`config.mk`:
```
export PLATFORM = sky130hd
export DESIGN_NAME = dmem_access_arbiter
export DESIGN_NICKNAME = d
export VERILOG_FILES = /design/src/rtl/dmem_arb_pkg.sv /design/src/rtl/dmem_access_arbiter_rr.sv /design/src/rtl/dmem_access_arbiter.sv
export SDC_FILE = /design/constraint.sdc
export NUM_CORES = 1
export LEC_CHECK = 0
export ABC_AREA = 0
export CAP_MARGIN = 30
export CORE_UTILIZATION = 25
export DETAILED_ROUTE_END_ITERATION = 7
export PLACE_DENSITY = 0.63
export SYNTH_ARGS = -nofsm -noshare
export SYNTH_HDL_FRONTEND = slang
export SYNTH_SLANG_ARGS = --single-unit
```
`constraint.sdc`:
```
create_clock -name clk -period 2.3 [get_ports clk]
set_clock_uncertainty 0.15 [all_clocks]
set_input_delay 0.345 -clock clk [delete_from_list [all_inputs] [get_ports clk]]
set_output_delay 0.345 -clock clk [all_outputs]
set_load 0.03 [all_outputs]
```
`src/rtl/dmem_arb_pkg.sv`:
```
// rtl/dmem_arb_pkg.sv - shared types and constants for the data-memory access arbiter
//
// Contents:
//   state_t      : sequencer states IDLE -> ISSUE -> WAIT -> DONE
//   PORT_CPU/DBG : requester indices into req/we/gnt/done vectors
//   ADDR_W_DEF   : default memory address width
//   DATA_W_DEF   : default memory data width
//   CNT_W        : width of the settle counter (SETTLE_CYCLES up to 15)
//   port_onehot  : index -> one-hot port vector
package dmem_arb_pkg;

    localparam int ADDR_W_DEF = 8;
    localparam int DATA_W_DEF = 8;
    localparam int CNT_W      = 4;

    localparam int PORT_CPU = 0;
    localparam int PORT_DBG = 1;

    typedef enum logic [1:0] {
        IDLE  = 2'd0,
        ISSUE = 2'd1,
        WAIT  = 2'd2,
        DONE  = 2'd3
    } state_t;

    function automatic logic [1:0] port_onehot(input logic port);
        return port ? 2'b10 : 2'b01;
    endfunction

endpackage

```
`src/rtl/dmem_access_arbiter_rr.sv`:
```
// rtl/dmem_access_arbiter_rr.sv - combinational two-way round-robin pick
//
// Ports:
//   req        in  [1:0] per-port request
//   last_grant in        index of the port granted most recently
//   grant      out [1:0] one-hot winner (zero when no request)
//   valid      out       a winner exists
module rr_arbiter2
    import dmem_arb_pkg::*;
(
    input  logic [1:0] req,
    input  logic       last_grant,
    output logic [1:0] grant,
    output logic       valid
);

    always_comb begin
        grant = 2'b00;
        case (req)
            2'b01:   grant[PORT_CPU] = 1'b1;
            2'b10:   grant[PORT_DBG] = 1'b1;
            // Tie goes to the port that did not win last time.
            2'b11:   grant = last_grant ? 2'b01 : 2'b10;
            default: grant = 2'b00;
        endcase
        valid = |req;
    end

endmodule

```
`src/rtl/dmem_access_arbiter.sv`:
```
// rtl/dmem_access_arbiter.sv - shares one toggle-sampled data memory between CPU and debug ports
//
// Ports:
//   clk, rst_n                 clock, asynchronous active-low reset
//   req_i, we_i                per-port request and write enable (bit0 CPU, bit1 debug)
//   addr0_i/addr1_i            per-port address
//   wdata0_i/wdata1_i          per-port store data
//   gnt_o, done_o              one-hot accept / completion pulses
//   rdata_o                    captured read data, valid with done_o on a read
//   busy_o                     high whenever the sequencer is not idle
//   mem_stage_o                toggles once per access; the memory samples on each change
//   mem_read_o, mem_write_o    memory read / write strobes
//   mem_addr_o, mem_wdata_o    memory address / write data
//   mem_data_i                 memory read data
module dmem_access_arbiter
    import dmem_arb_pkg::*;
#(
    parameter int ADDR_W        = ADDR_W_DEF,
    parameter int DATA_W        = DATA_W_DEF,
    parameter int SETTLE_CYCLES = 1
) (
    input  logic              clk,
    input  logic              rst_n,
    input  logic [1:0]        req_i,
    input  logic [1:0]        we_i,
    input  logic [ADDR_W-1:0] addr0_i,
    input  logic [ADDR_W-1:0] addr1_i,
    input  logic [DATA_W-1:0] wdata0_i,
    input  logic [DATA_W-1:0] wdata1_i,
    output logic [1:0]        gnt_o,
    output logic [1:0]        done_o,
    output logic [DATA_W-1:0] rdata_o,
    output logic              busy_o,
    output logic              mem_stage_o,
    output logic              mem_read_o,
    output logic              mem_write_o,
    output logic [ADDR_W-1:0] mem_addr_o,
    output logic [DATA_W-1:0] mem_wdata_o,
    input  logic [DATA_W-1:0] mem_data_i
);

    state_t             state_q, state_d;
    logic [CNT_W-1:0]   cnt_q, cnt_d;
    logic               last_grant_q, last_grant_d;
    logic               port_q, port_d;

    logic [1:0]         gnt_d, done_d;
    logic [DATA_W-1:0]  rdata_d;
    logic               busy_d, mem_stage_d, mem_read_d, mem_write_d;
    logic [ADDR_W-1:0]  mem_addr_d;
    logic [DATA_W-1:0]  mem_wdata_d;

    logic [1:0]         pick;
    logic               pick_valid;
    logic               pick_port;

    rr_arbiter2 u_rr (
        .req        (req_i),
        .last_grant (last_grant_q),
        .grant      (pick),
        .valid      (pick_valid)
    );

    assign pick_port = pick[PORT_DBG];

    always_comb begin
        state_d      = state_q;
        cnt_d        = cnt_q;
        last_grant_d = last_grant_q;
        port_d       = port_q;
        gnt_d        = 2'b00;
        done_d       = 2'b00;
        rdata_d      = rdata_o;
        mem_stage_d  = mem_stage_o;
        mem_read_d   = mem_read_o;
        mem_write_d  = mem_write_o;
        mem_addr_d   = mem_addr_o;
        mem_wdata_d  = mem_wdata_o;

        case (state_q)
            IDLE: begin
                if (pick_valid) begin
                    mem_addr_d   = pick_port ? addr1_i  : addr0_i;
                    mem_wdata_d  = pick_port ? wdata1_i : wdata0_i;
                    mem_write_d  = we_i[pick_port];
                    mem_read_d   = ~we_i[pick_port];
                    gnt_d        = pick;
                    last_grant_d = pick_port;
                    port_d       = pick_port;
                    state_d      = ISSUE;
                end
            end
            ISSUE: begin
                // Controls have been stable for a full cycle; the memory samples now.
                mem_stage_d = ~mem_stage_o;
                cnt_d       = CNT_W'(SETTLE_CYCLES - 1);
                state_d     = WAIT;
            end
            WAIT: begin
                if (cnt_q == '0) begin
                    if (mem_read_o) begin
                        rdata_d = mem_data_i;
                    end
                    done_d      = port_onehot(port_q);
                    mem_read_d  = 1'b0;
                    mem_write_d = 1'b0;
                    state_d     = DONE;
                end else begin
                    cnt_d = cnt_q - 1'b1;
                end
            end
            DONE: begin
                state_d = IDLE;
            end
            default: begin
                state_d = IDLE;
            end
        endcase

        busy_d = (state_d != IDLE);
    end

    always_ff @(posedge clk or negedge rst_n) begin
        if (!rst_n) begin
            state_q      <= IDLE;
            cnt_q        <= '0;
            last_grant_q <= 1'b1;
            port_q       <= 1'b0;
            gnt_o        <= 2'b00;
            done_o       <= 2'b00;
            rdata_o      <= '0;
            busy_o       <= 1'b0;
            mem_stage_o  <= 1'b0;
            mem_read_o   <= 1'b0;
            mem_write_o  <= 1'b0;
            mem_addr_o   <= '0;
            mem_wdata_o  <= '0;
        end else begin
            state_q      <= state_d;
            cnt_q        <= cnt_d;
            last_grant_q <= last_grant_d;
            port_q       <= port_d;
            gnt_o        <= gnt_d;
            done_o       <= done_d;
            rdata_o      <= rdata_d;
            busy_o       <= busy_d;
            mem_stage_o  <= mem_stage_d;
            mem_read_o   <= mem_read_d;
            mem_write_o  <= mem_write_d;
            mem_addr_o   <= mem_addr_d;
            mem_wdata_o  <= mem_wdata_d;
        end
    end

endmodule

```
After elaboration in Yosys (flattened, before gate mapping)

Cells that the tools add are included.

Word-level logic and storage cells: 58
Bits in registers: 40

$add $sub $neg: 1
Bitwise operators: 2
$lt $le $gt $ge: 1
Reductions and logical operators: 10
Mux-type cells: 22
Equal/unequal tests: 9

Operators by type and width:

| operator              | count |
|---|---|
| $mux W2               | 8 |
| $mux W8               | 2 |
| $eq A2 B2 Y1 const B  | 4 |
| $pmux W1 S2           | 4 |
| $pmux W2 S4           | 1 |
| $pmux W4 S2           | 1 |
| $ne A2 B2 Y1 const B  | 3 |
| $reduce_and A3 Y1     | 2 |
| $reduce_bool A2 Y1    | 3 |
| $mux W1               | 5 |
| $eq A2 B1 Y1 const B  | 2 |
| $logic_not A4 Y1      | 1 |
| $mux W4               | 1 |
| $reduce_and A2 Y1     | 2 |
| $sub A4 B1 Y4 const B | 1 |
| $logic_not A2 Y1      | 1 |
| $lt A1 B2 Y1 const B  | 1 |
| $not A1 Y1            | 2 |
| $reduce_or A2 Y1      | 1 |

Depth between registers and ports, before layout

Gate-level depths: netlist of the first run.

Depth after elaboration: 7
Depth in mapped cells: 7
Mapped depth without buffers: 5

By module

From an unflattened synthesis of the first run, not the netlist that was laid out.

Cell total of the unflattened synthesis: 161
Area, all modules: 1856.8 um^2

By module, submodules not included:

| module              | sequential area each (um^2) | instances | cells an instance | area an instance (um^2) |
|---|---|---|---|---|
| dmem_access_arbiter | 1002.2                      | 1         | 157               | 1831.8 |
| rr_arbiter2         | 0.0                         | 1         | 4                 | 25.0 |

Least setup slack after synthesis of the first run

OpenSTA, ideal clock, no wires.

Path kind: register to register
Start: reg cnt_q[0]
End: reg rdata_o[0]
Arrival time: 1514 ps
Cell stages (with the launch flop): 7
Buffers on the path: 1
Data required time: 2025 ps
Path slack: 511 ps
Library setup time: 125 ps
Path through: dfrtp_1 inv_1 ha_1 nor3b_2 and3_1 buf_4 mux2_2

Longest elaborated chain between the ends: 2

Ends and longest elaborated chain:

| item                               | line                       | RTL |
|---|---|---|
| start: declaration                 | dmem_access_arbiter.sv:43  | `logic [CNT_W-1:0] cnt_q, cnt_d;` |
| start signal: assignment           | dmem_access_arbiter.sv:140 | `cnt_q <= cnt_d;` |
| $logic_not A4 Y1                   | dmem_access_arbiter.sv:100 | `if (cnt_q == '0) begin` |
| $reduce_and A3 Y1 (no source line) | -                          |  |
| end signal: assignment             | dmem_access_arbiter.sv:145 | `rdata_o <= rdata_d;` |
| end: declaration                   | dmem_access_arbiter.sv:32  | `output logic [DATA_W-1:0] rdata_o,` |

Every way passes these cells.
A chain may end at the register's enable or synchronous reset.

Final worst setup path of the first run

Start: reg cnt_q[0]
End: reg rdata_o[2]

Same word-level chain as after synthesis.

==> impl_results.md, run 1 <==
* Diodes inserted at 0
* Biggest area consumer among synthesized cells: sky130_fd_sc_hd__dfrtp_1
* Ratio of final minimum period to clock period at 0.904
* Max cap viols at 0
* Sequential element share of the synthesized area at 0.557
* Placeable core region at 6870 sq um
* Setup tns final at 0 ns
* Final setup violation count at 0
* Synth top area cells: sky130_fd_sc_hd__dfrtp_1, sky130_fd_sc_hd__nand2_1, sky130_fd_sc_hd__a31oi_1, sky130_fd_sc_hd__mux2_2, sky130_fd_sc_hd__nor2_1
* Share of post-route cells with drive strength above 1 at 0.112
* Synthesized netlist net count at 226
* Post-cts repair resize count at 0
* Result of the run: completed
* RSZ-0062 raised after global routing: false
* Critical Setup Path Class: flop to flop
* Worst vdd ir at 0.304 mV
* #FFs+latches synth at 40
* Vias in the first global route at 1563
* Max-slew violations at 0
* Number of placed I/O pins at 78
* Total number of vias at 1571
* Worst Tran Pin Value at 0.402 ns
* Number of distinct library cells after synthesis at 35
* Top delay family on crit path: simple AND/OR/NAND/NOR gates
* Die Ht at 86.8 um
* Async SR Flop Fraction at 1.00
* Die Width at 86.8 um
* Share of Yosys cell area claimed by the top area cell type at 0.543
* Endpoint kind of the worst setup timing path: flop
* Mux cell area share after synthesis at 0.0501
* CTS hold repair buffers at 1
* Library cell with the highest instance count after synthesis: sky130_fd_sc_hd__dfrtp_1
* Stage delay of the slowest cell on the critical path at 0.43 ns
* Number of buffers between clock root and the deepest sink at 2
* Synth Warn # at 0
* Detailed router's first-iteration violation count at 52
* Global-route wire length before repair at 7410 um
* Initial antenna violation count at 0
* Main synth FF type: sky130_fd_sc_hd__dfrtp_1
* Count of buffering cells on the critical path with inverters included at 1
* Adder-cell share of the synthesized area at 0.0348
* CTS sink cnt at 40
* Clk Latency, worst-skew pair at 0.29 ns
* First-pass iteration count of the detailed router at 4
* Syn Inst Count at 175
* Number of enable flip-flop cells after synthesis at 0
* Type of the worst min-delay path: flop to flop
* Compound-gate portion of the synthesized area at 0.144
* PD cells at 1300 nW/um^2
* Initial standard-cell utilization of the core at 0.262
* Critical-path top delay cell: sky130_fd_sc_hd__and3_1
* Number of cell rows at 30
* Max Freq at 481 MHz
* Synth Cell Area at 1800 sq um
* Kind of launch point of the worst setup path: flop
* Total setup buffers inserted after CTS at 0
* Top post-synthesis cells by count: sky130_fd_sc_hd__dfrtp_1, sky130_fd_sc_hd__nand2_1, sky130_fd_sc_hd__nor2_1, sky130_fd_sc_hd__a31oi_1, sky130_fd_sc_hd__mux2_2
* Number of buffers inserted during clock tree synthesis at 5
* Maximum number of pins on one net before global-route repair at 18
* Arrival time at the worst endpoint at 2.11 ns
* Share of the synthesized netlist area taken by xor and xnor gates at 0.00974
* Highest fanout seen on the critical path at 8
* Number of vias per cell after detailed routing at 4.44
* Average detailed-routed wire length per instance at 13.1 um
* Aggregate global routing overflow at 0
* Pleak at 1.18 nW
* Number of nets with antenna violations after detailed routing at 0
* Total number of H-tree levels at 2
* Final weighted congestion in routability-driven placement at 0.821
* Post-Synthesis Mean Instance Area at 10.3 sq um
* Final Hold Vio Count at 0
* Total detailed-routing wirelength at 4640 um
* CTS tree: done
* DR DRC count at 0
* Number of port buffers at 77
* Clock slew seen by the registers of the worst setup and hold paths at 0.08 ns
* Final Core Density at 0.406
* Total number of nets in the final design at 308
* Hpwl dp at 3580 um
* Cells along the critical path: inv_1, ha_1, nor3b_2, and3_1, mux2_2
* Max-slew headroom at 0.729
* Post-synthesis simple-gate area fraction at 0.166
* Area of the die at 7540 sq um
* Critical path data required time at 2.33 ns
* Syn-to-layout area delta at 55.1%
* Minimum clock period after layout at 2.08 ns
* GR Util All Layers at 0.130
* Cell at the root of the clock tree: sky130_fd_sc_hd__clkbuf_8
* Main combinational cell family by area after synthesis: simple AND/OR/NAND/NOR gates
layout make-up:
cell class	instances	area (sq um)
tap	96	120
sequential	40	1000
inverter	5	18.8
clock inverter	2	10.0
multi-input combinational	120	727
fill	664	4080
timing repair buffer	85	828
clock buffer	6	82.6
metrics by stage:
stage,setup WS [ns],std cells,area [sq um],hold slack (ns),total power (W)
2_1_floorplan,0.511,175,1800,-0.101,0.00236
3_3_place_gp,0.337,345,2690,0.127,0.00316
3_5_place_dp,0.196,345,2690,0.133,0.00318
4_1_cts,0.187,354,2790,0.315,0.00367
5_1_grt,0.0821,354,2790,0.337,0.00386
6_report,0.221,354,2790,0.315,0.00363
kinds of logic (layout without fill, tap and decap cells):
group,after synthesis,in the layout
simple gates,67,67
flops,40,40
compound gates,38,38
buf+inv,15,98
mux,8,8
fa+ha+maj,5,5
xor+xnor,2,2
layer usage:
layer	track usage	vias to the layer above	share of wire
met3	0.0352	7	0.066
li1	-	768	-
met2	0.215	55	0.48
met4	0.0470	0	0.019
met5	0	-	0
met1	0.162	741	0.43
final timing paths:
path,endpoint,slack [ns],from,cells past startpoint
min,done_o[0]$_DFF_PN0_,0.31,port_q$_DFFE_PN0P_,1
max,rdata_o[2]$_DFFE_PN0P_,0.22,cnt_q[0]$_DFFE_PN0P_,5
max in group asynchronous,mem_read_o$_DFFE_PN0P_,1.12,rst_n,3
min in group asynchronous,cnt_q[3]$_DFFE_PN0P_,0.37,rst_n,2
max reg2reg,rdata_o[2]$_DFFE_PN0P_,0.22,cnt_q[0]$_DFFE_PN0P_,5
min reg2reg,done_o[0]$_DFF_PN0_,0.31,port_q$_DFFE_PN0P_,1
layout by cell type (no fill, tap or decap), types with 5 or more instances in the layout:
cell type,synthesis,routed
sky130_fd_sc_hd__buf_4,1,7
sky130_fd_sc_hd__dfrtp_1,39,39
sky130_fd_sc_hd__o21ai_0,5,5
sky130_fd_sc_hd__nand2_1,35,35
sky130_fd_sc_hd__clkdlybuf4s50_1,0,76
sky130_fd_sc_hd__a31oi_1,17,17
sky130_fd_sc_hd__ha_1,5,5
sky130_fd_sc_hd__mux2_2,8,8
sky130_fd_sc_hd__inv_1,5,5
sky130_fd_sc_hd__nor2_1,18,18
sky130_fd_sc_hd__clkbuf_8,0,6
power breakdown:
group	switching (W)	internal [W]	leakage, nW	total [W]
Clock	0.000244	0.000240	0.0510	0.000484
Combinational	0.00110	0.000866	0.647	0.00196
Sequential	0.000165	0.00102	0.479	0.00118
flip-flops by register name, summed over array words and instances, names as in the netlist, 2 cells and up:
signal       cells
mem_addr_o       8
rdata_o          8
mem_wdata_o      8
done_o           2
state_q          2
gnt_o            2
cnt_q            4
Power figures use the tool's default switching activity.
==> inputs of run 2 (changes only) <==
--- a/config.mk
+++ b/config.mk
@@ -7,9 +7,10 @@
 export LEC_CHECK = 0
 export ABC_AREA = 0
 export CAP_MARGIN = 30
-export CORE_UTILIZATION = 25
+export CORE_UTILIZATION = 42
 export DETAILED_ROUTE_END_ITERATION = 7
-export PLACE_DENSITY = 0.63
+export PLACE_DENSITY = 0.9
 export SYNTH_ARGS = -nofsm -noshare
 export SYNTH_HDL_FRONTEND = slang
+export SYNTH_HIERARCHICAL = 1
 export SYNTH_SLANG_ARGS = --single-unit
==> run 2 against run 1 <==
Power increased by 1.5%. Cell count decreased by 17%. Sequential share of layout area decreased by 0.32 points. Sequential power about the same. Worst setup slack improved by 0.15 ns. First-iteration DRC count increased by 79%. Critical path type is now flop to primary output. Die area decreased by 38%. Design area increased by 0.90%. Register-to-register slack improved by 0.29 ns. Wire length decreased by 9.9%.
==> impl_results.md, run 2 <==
* Result of the run: completed (unchanged)
* Syn-to-layout area delta at 51.5% (was 55.1%)
* Cell total after placement at 285 (was 345)
* Top post-synthesis cells by count: sky130_fd_sc_hd__dfrtp_1, sky130_fd_sc_hd__nor2_1, sky130_fd_sc_hd__a21oi_1, sky130_fd_sc_hd__mux2i_1, sky130_fd_sc_hd__inv_1 (was sky130_fd_sc_hd__dfrtp_1, sky130_fd_sc_hd__nand2_1, sky130_fd_sc_hd__nor2_1, sky130_fd_sc_hd__a31oi_1, sky130_fd_sc_hd__mux2_2)
* Biggest area consumer among synthesized cells: sky130_fd_sc_hd__dfrtp_1 (unchanged)
* Average detailed-routed wire length per instance at 14.2 um (was 13.1 um)
* Number of vias per cell after detailed routing at 5.02 (was 4.44)
* Post-cts repair resize count at 0 (unchanged)
* Library cell with the highest instance count after synthesis: sky130_fd_sc_hd__dfrtp_1 (unchanged)
* Minimum setup slack after placement at 0.274 ns (was 0.196 ns)
* Critical-path top delay cell: sky130_fd_sc_hd__clkdlybuf4s50_1 (was sky130_fd_sc_hd__and3_1)
* Sequential element share of the synthesized area at 0.540 (was 0.557)
* Met3 WL at 341 um (was 306 um)
* Fraction of power consumed by sequential logic at 0.317 (was 0.326)
* Largest regs: mem_addr_o x8, mem_wdata_o x8, rdata_o x8 (unchanged)
* Synthesized netlist net count at 212 (was 226)
* Total number of H-tree levels at 2 (unchanged)
* DR DRC count at 0 (unchanged)
* Total number of vias at 1477 (was 1571)
* Final Hold Vio Count at 0 (unchanged)
* Stage delay of the slowest cell on the critical path at 0.70 ns (was 0.43 ns)
* Worst Tran Pin Value at 0.566 ns (was 0.402 ns)
* Internal Power at 0.00222 W (was 0.00212 W)
* Syn Inst Count at 161 (was 175)
* Post-Synthesis Mean Instance Area at 11.5 sq um (was 10.3 sq um)
* Pleak at 1.28 nW (was 1.18 nW)
* Detailed router's first-iteration violation count at 93 (was 52)
* Top Layer Used: met4 (unchanged)
* Placeable core region at 4120 sq um (was 6870 sq um)
* Layout filler cell count at 347 (was 664)
* Cell at the root of the clock tree: sky130_fd_sc_hd__clkbuf_8 (unchanged)
* #FFs+latches synth at 40 (unchanged)
* Number of placed I/O pins at 78 (unchanged)
* Metal1 wirelength at 1690 um (was 2010 um)
* Arrival time at the worst endpoint at 1.44 ns (was 2.11 ns)
* Least setup slack across all paths after layout at 0.367 ns (was 0.221 ns)
* Clock network fraction of total power at 0.153 (was 0.133)
* Synth Cell Area at 1860 sq um (was 1800 sq um)
* Synth Warn # at 6 (was 0)
* Finished Layout Cells at 294 (was 354)
* GR Util All Layers at 0.190 (was 0.130)
* Max-slew headroom at 0.623 (was 0.729)
* Count of buffering cells on the critical path with inverters included at 1 (unchanged)
* Initial standard-cell utilization of the core at 0.451 (was 0.262)
* Share of Yosys cell area claimed by the top area cell type at 0.526 (was 0.543)
* Commonest cells after routing, fill and taps aside: sky130_fd_sc_hd__clkdlybuf4s50_1, sky130_fd_sc_hd__dfrtp_1, sky130_fd_sc_hd__nor2_1 (was sky130_fd_sc_hd__clkdlybuf4s50_1, sky130_fd_sc_hd__dfrtp_1, sky130_fd_sc_hd__nand2_1)
* Number of enable flip-flop cells after synthesis at 0 (unchanged)
* Max cap viols at 0 (unchanged)
* Total chip power at 0.00368 W (was 0.00363 W)
* Endpoint kind of the worst setup timing path: primary output (was flop)
* Final weighted congestion in routability-driven placement at 0.743 (was 0.821)
* Proportion of power drawn by combinational gates at 0.530 (was 0.540)
* Total detailed-routing wirelength at 4180 um (was 4640 um)
* Final setup violation count at 0 (unchanged)
* Top delay family on crit path: buffers and inverters (was simple AND/OR/NAND/NOR gates)
* Highest fanout seen on the critical path at 4 (was 8)
* Hpwl dp at 3130 um (was 3580 um)
* CTS tree: done (unchanged)
* Number of buffers inserted during clock tree synthesis at 5 (unchanged)
* PD cells at 1310 nW/um^2 (was 1300 nW/um^2)
* Cells along the critical path: clkdlybuf4s50_1 (was inv_1, ha_1, nor3b_2, and3_1, mux2_2)
* Aggregate global routing overflow at 0 (unchanged)
* Setup tns final at 0 ns (unchanged)
* First-pass iteration count of the detailed router at 4 (unchanged)
* Net switching power of the design at 0.00146 W (was 0.00151 W)
* Async SR Flop Fraction at 1.00 (unchanged)
* RSZ-0062 raised after global routing: false (unchanged)
* Maximum number of pins on one net before global-route repair at 36 (was 18)
* Total number of nets in the final design at 294 (was 308)
* Number of nets with antenna violations after detailed routing at 0 (unchanged)
* Critical path data required time at 1.80 ns (was 2.33 ns)
* Number of distinct library cells after synthesis at 35 (unchanged)
* Number of port buffers at 77 (unchanged)
* CTS sink cnt at 40 (unchanged)
* Synth top area cells: sky130_fd_sc_hd__dfrtp_1, sky130_fd_sc_hd__mux2i_1, sky130_fd_sc_hd__mux2_4, sky130_fd_sc_hd__a21oi_1, sky130_fd_sc_hd__nor2_1 (was sky130_fd_sc_hd__dfrtp_1, sky130_fd_sc_hd__nand2_1, sky130_fd_sc_hd__a31oi_1, sky130_fd_sc_hd__mux2_2, sky130_fd_sc_hd__nor2_1)
* Global-route wire length before repair at 6320 um (was 7410 um)
* Clk Latency, worst-skew pair at 0.30 ns (was 0.29 ns)
* Worst vdd ir at 0.821 mV (was 0.304 mV)
* Die Width at 68.5 um (was 86.8 um)
* Vias in the first global route at 1405 (was 1563)
* Main synth FF type: sky130_fd_sc_hd__dfrtp_1 (unchanged)
* Die Ht at 68.5 um (was 86.8 um)
* Diodes inserted at 0 (unchanged)
* Number of buffers between clock root and the deepest sink at 2 (unchanged)
* Ratio of final minimum period to clock period at 0.840 (was 0.904)
* Share of post-route cells with drive strength above 1 at 0.111 (was 0.112)
* Most frequent standard cell in the layout excluding fill and tap cells: sky130_fd_sc_hd__clkdlybuf4s50_1 (unchanged)
* Max-slew violations at 0 (unchanged)
* Clock slew seen by the registers of the worst setup and hold paths at 0.08 ns (about the same)
* Met2 routed wirelength at 2090 um (was 2230 um)
* Number of cell rows at 23 (was 30)
* Area of the die at 4690 sq um (was 7540 sq um)
* Critical Setup Path Class: flop to primary output (was flop to flop)
* Initial antenna violation count at 0 (unchanged)
* Type of the worst min-delay path: flop to flop (unchanged)
* Minimum clock period after layout at 1.93 ns (was 2.08 ns)
* Sw Ratio at 0.397 (was 0.415)
* Max Freq at 517 MHz (was 481 MHz)
* Kind of launch point of the worst setup path: flop (unchanged)
[run 2: cell types whose count changed after synthesis, sizes merged, moves of 2 or more]
cell	delta
nand2	-31
a31oi	-17
mux2i	+16
a21oi	+15
inv	+5
clkbuf	-2
nand3	-2
o211ai	-2
o21a	-2
o21ai	+2
o32a	-2
[run 2: path summary, 6_finish.rpt]
| kind | startpoint | endpoint | slack (ns) | cells past startpoint |
|---|---|---|---|---|
| worst max-delay path | mem_read_o$_DFFE_PN0P_ | mem_read_o | 0.37 | 1 |
| worst min-delay path | port_q$_DFFE_PN0P_ | done_o[0]$_DFF_PN0_ | 0.28 | 1 |
| worst max register to register | cnt_q[0]$_DFFE_PN0P_ | busy_o$_DFF_PN0_ | 0.51 | 5 |
| worst min register to register | port_q$_DFFE_PN0P_ | done_o[0]$_DFF_PN0_ | 0.28 | 1 |
| max in group asynchronous | rst_n | last_grant_q$_DFFE_PN1P_ | 0.96 | 3 |
| min in group asynchronous | rst_n | mem_wdata_o[6]$_DFFE_PN0P_ | 0.43 | 2 |
[run 2: final cells by class]
type / count / area (sq um) / share of cell area
Multi-Input combinational cell: 103 / 778 / 0.277
Sequential cell: 40 / 1000 / 0.356
Timing Repair Buffer: 83 / 826 / 0.293
Clock buffer: 6 / 72.6 / 0.0258
Inverter: 10 / 37.5 / 0.0133
Clock inverter: 2 / 35.0 / 0.0124
Tap cell: 50 / 62.6 / 0.0222
[run 2: cell families after synthesis]
family          Yosys count  synth area share
compound gates           34             0.110
flops                    40             0.540
simple gates             37             0.105
buf+inv                  18            0.0431
xor+xnor                  2           0.00944
mux                      25             0.159
fa+ha+maj                 5            0.0337
[run 2: power groups by stage]
stage | combinational (W) | sequential (W) | clock (W)
6_report | 0.00195 | 0.00117 | 0.000565
5_1_grt | 0.00210 | 0.00121 | 0.000609
4_1_cts | 0.00197 | 0.00117 | 0.000581
3_5_place_dp | 0.00196 | 0.00118 | 0
3_3_place_gp | 0.00192 | 0.00117 | 0
2_1_floorplan | 0.000669 | 0.00169 | 0
[run 2: worst register-to-register path, delay by kind of cell, from the launching register on]
kind / cells / cell delay, ns
compound gates: 1 / 0.26
fa+ha+maj: 1 / 0.19
buf+inv: 1 / 0.10
flops: 1 / 0.43
simple gates: 2 / 0.61
[run 2: what timing repair did]
item                                    in CTS  in global routing
endpoints found under the setup margin       0                  0
setup buffers                                0                  0
hold buffers                                 1                  0
hold endpoints to repair                    24                  0
[run 2: through the flow]
| step | hold WS, ns | utilization | instance area [sq um] |
|---|---|---|---|
| global placement | 0.220 | 0.655 | 2700 |
| floorplan | -0.101 | - | 1860 |
| global route | 0.295 | 0.684 | 2810 |
| finish | 0.278 | 0.684 | 2810 |
| CTS | 0.282 | 0.684 | 2810 |
| detailed placement | 0.222 | 0.655 | 2700 |
[run 2: metal layers]
metal / vias to the layer above / GRT usage
met2: 55 / 0.311
met5: - / 0
met1: 697 / 0.233
met3: 6 / 0.0641
li1: 719 / -
met4: 0 / 0.0625
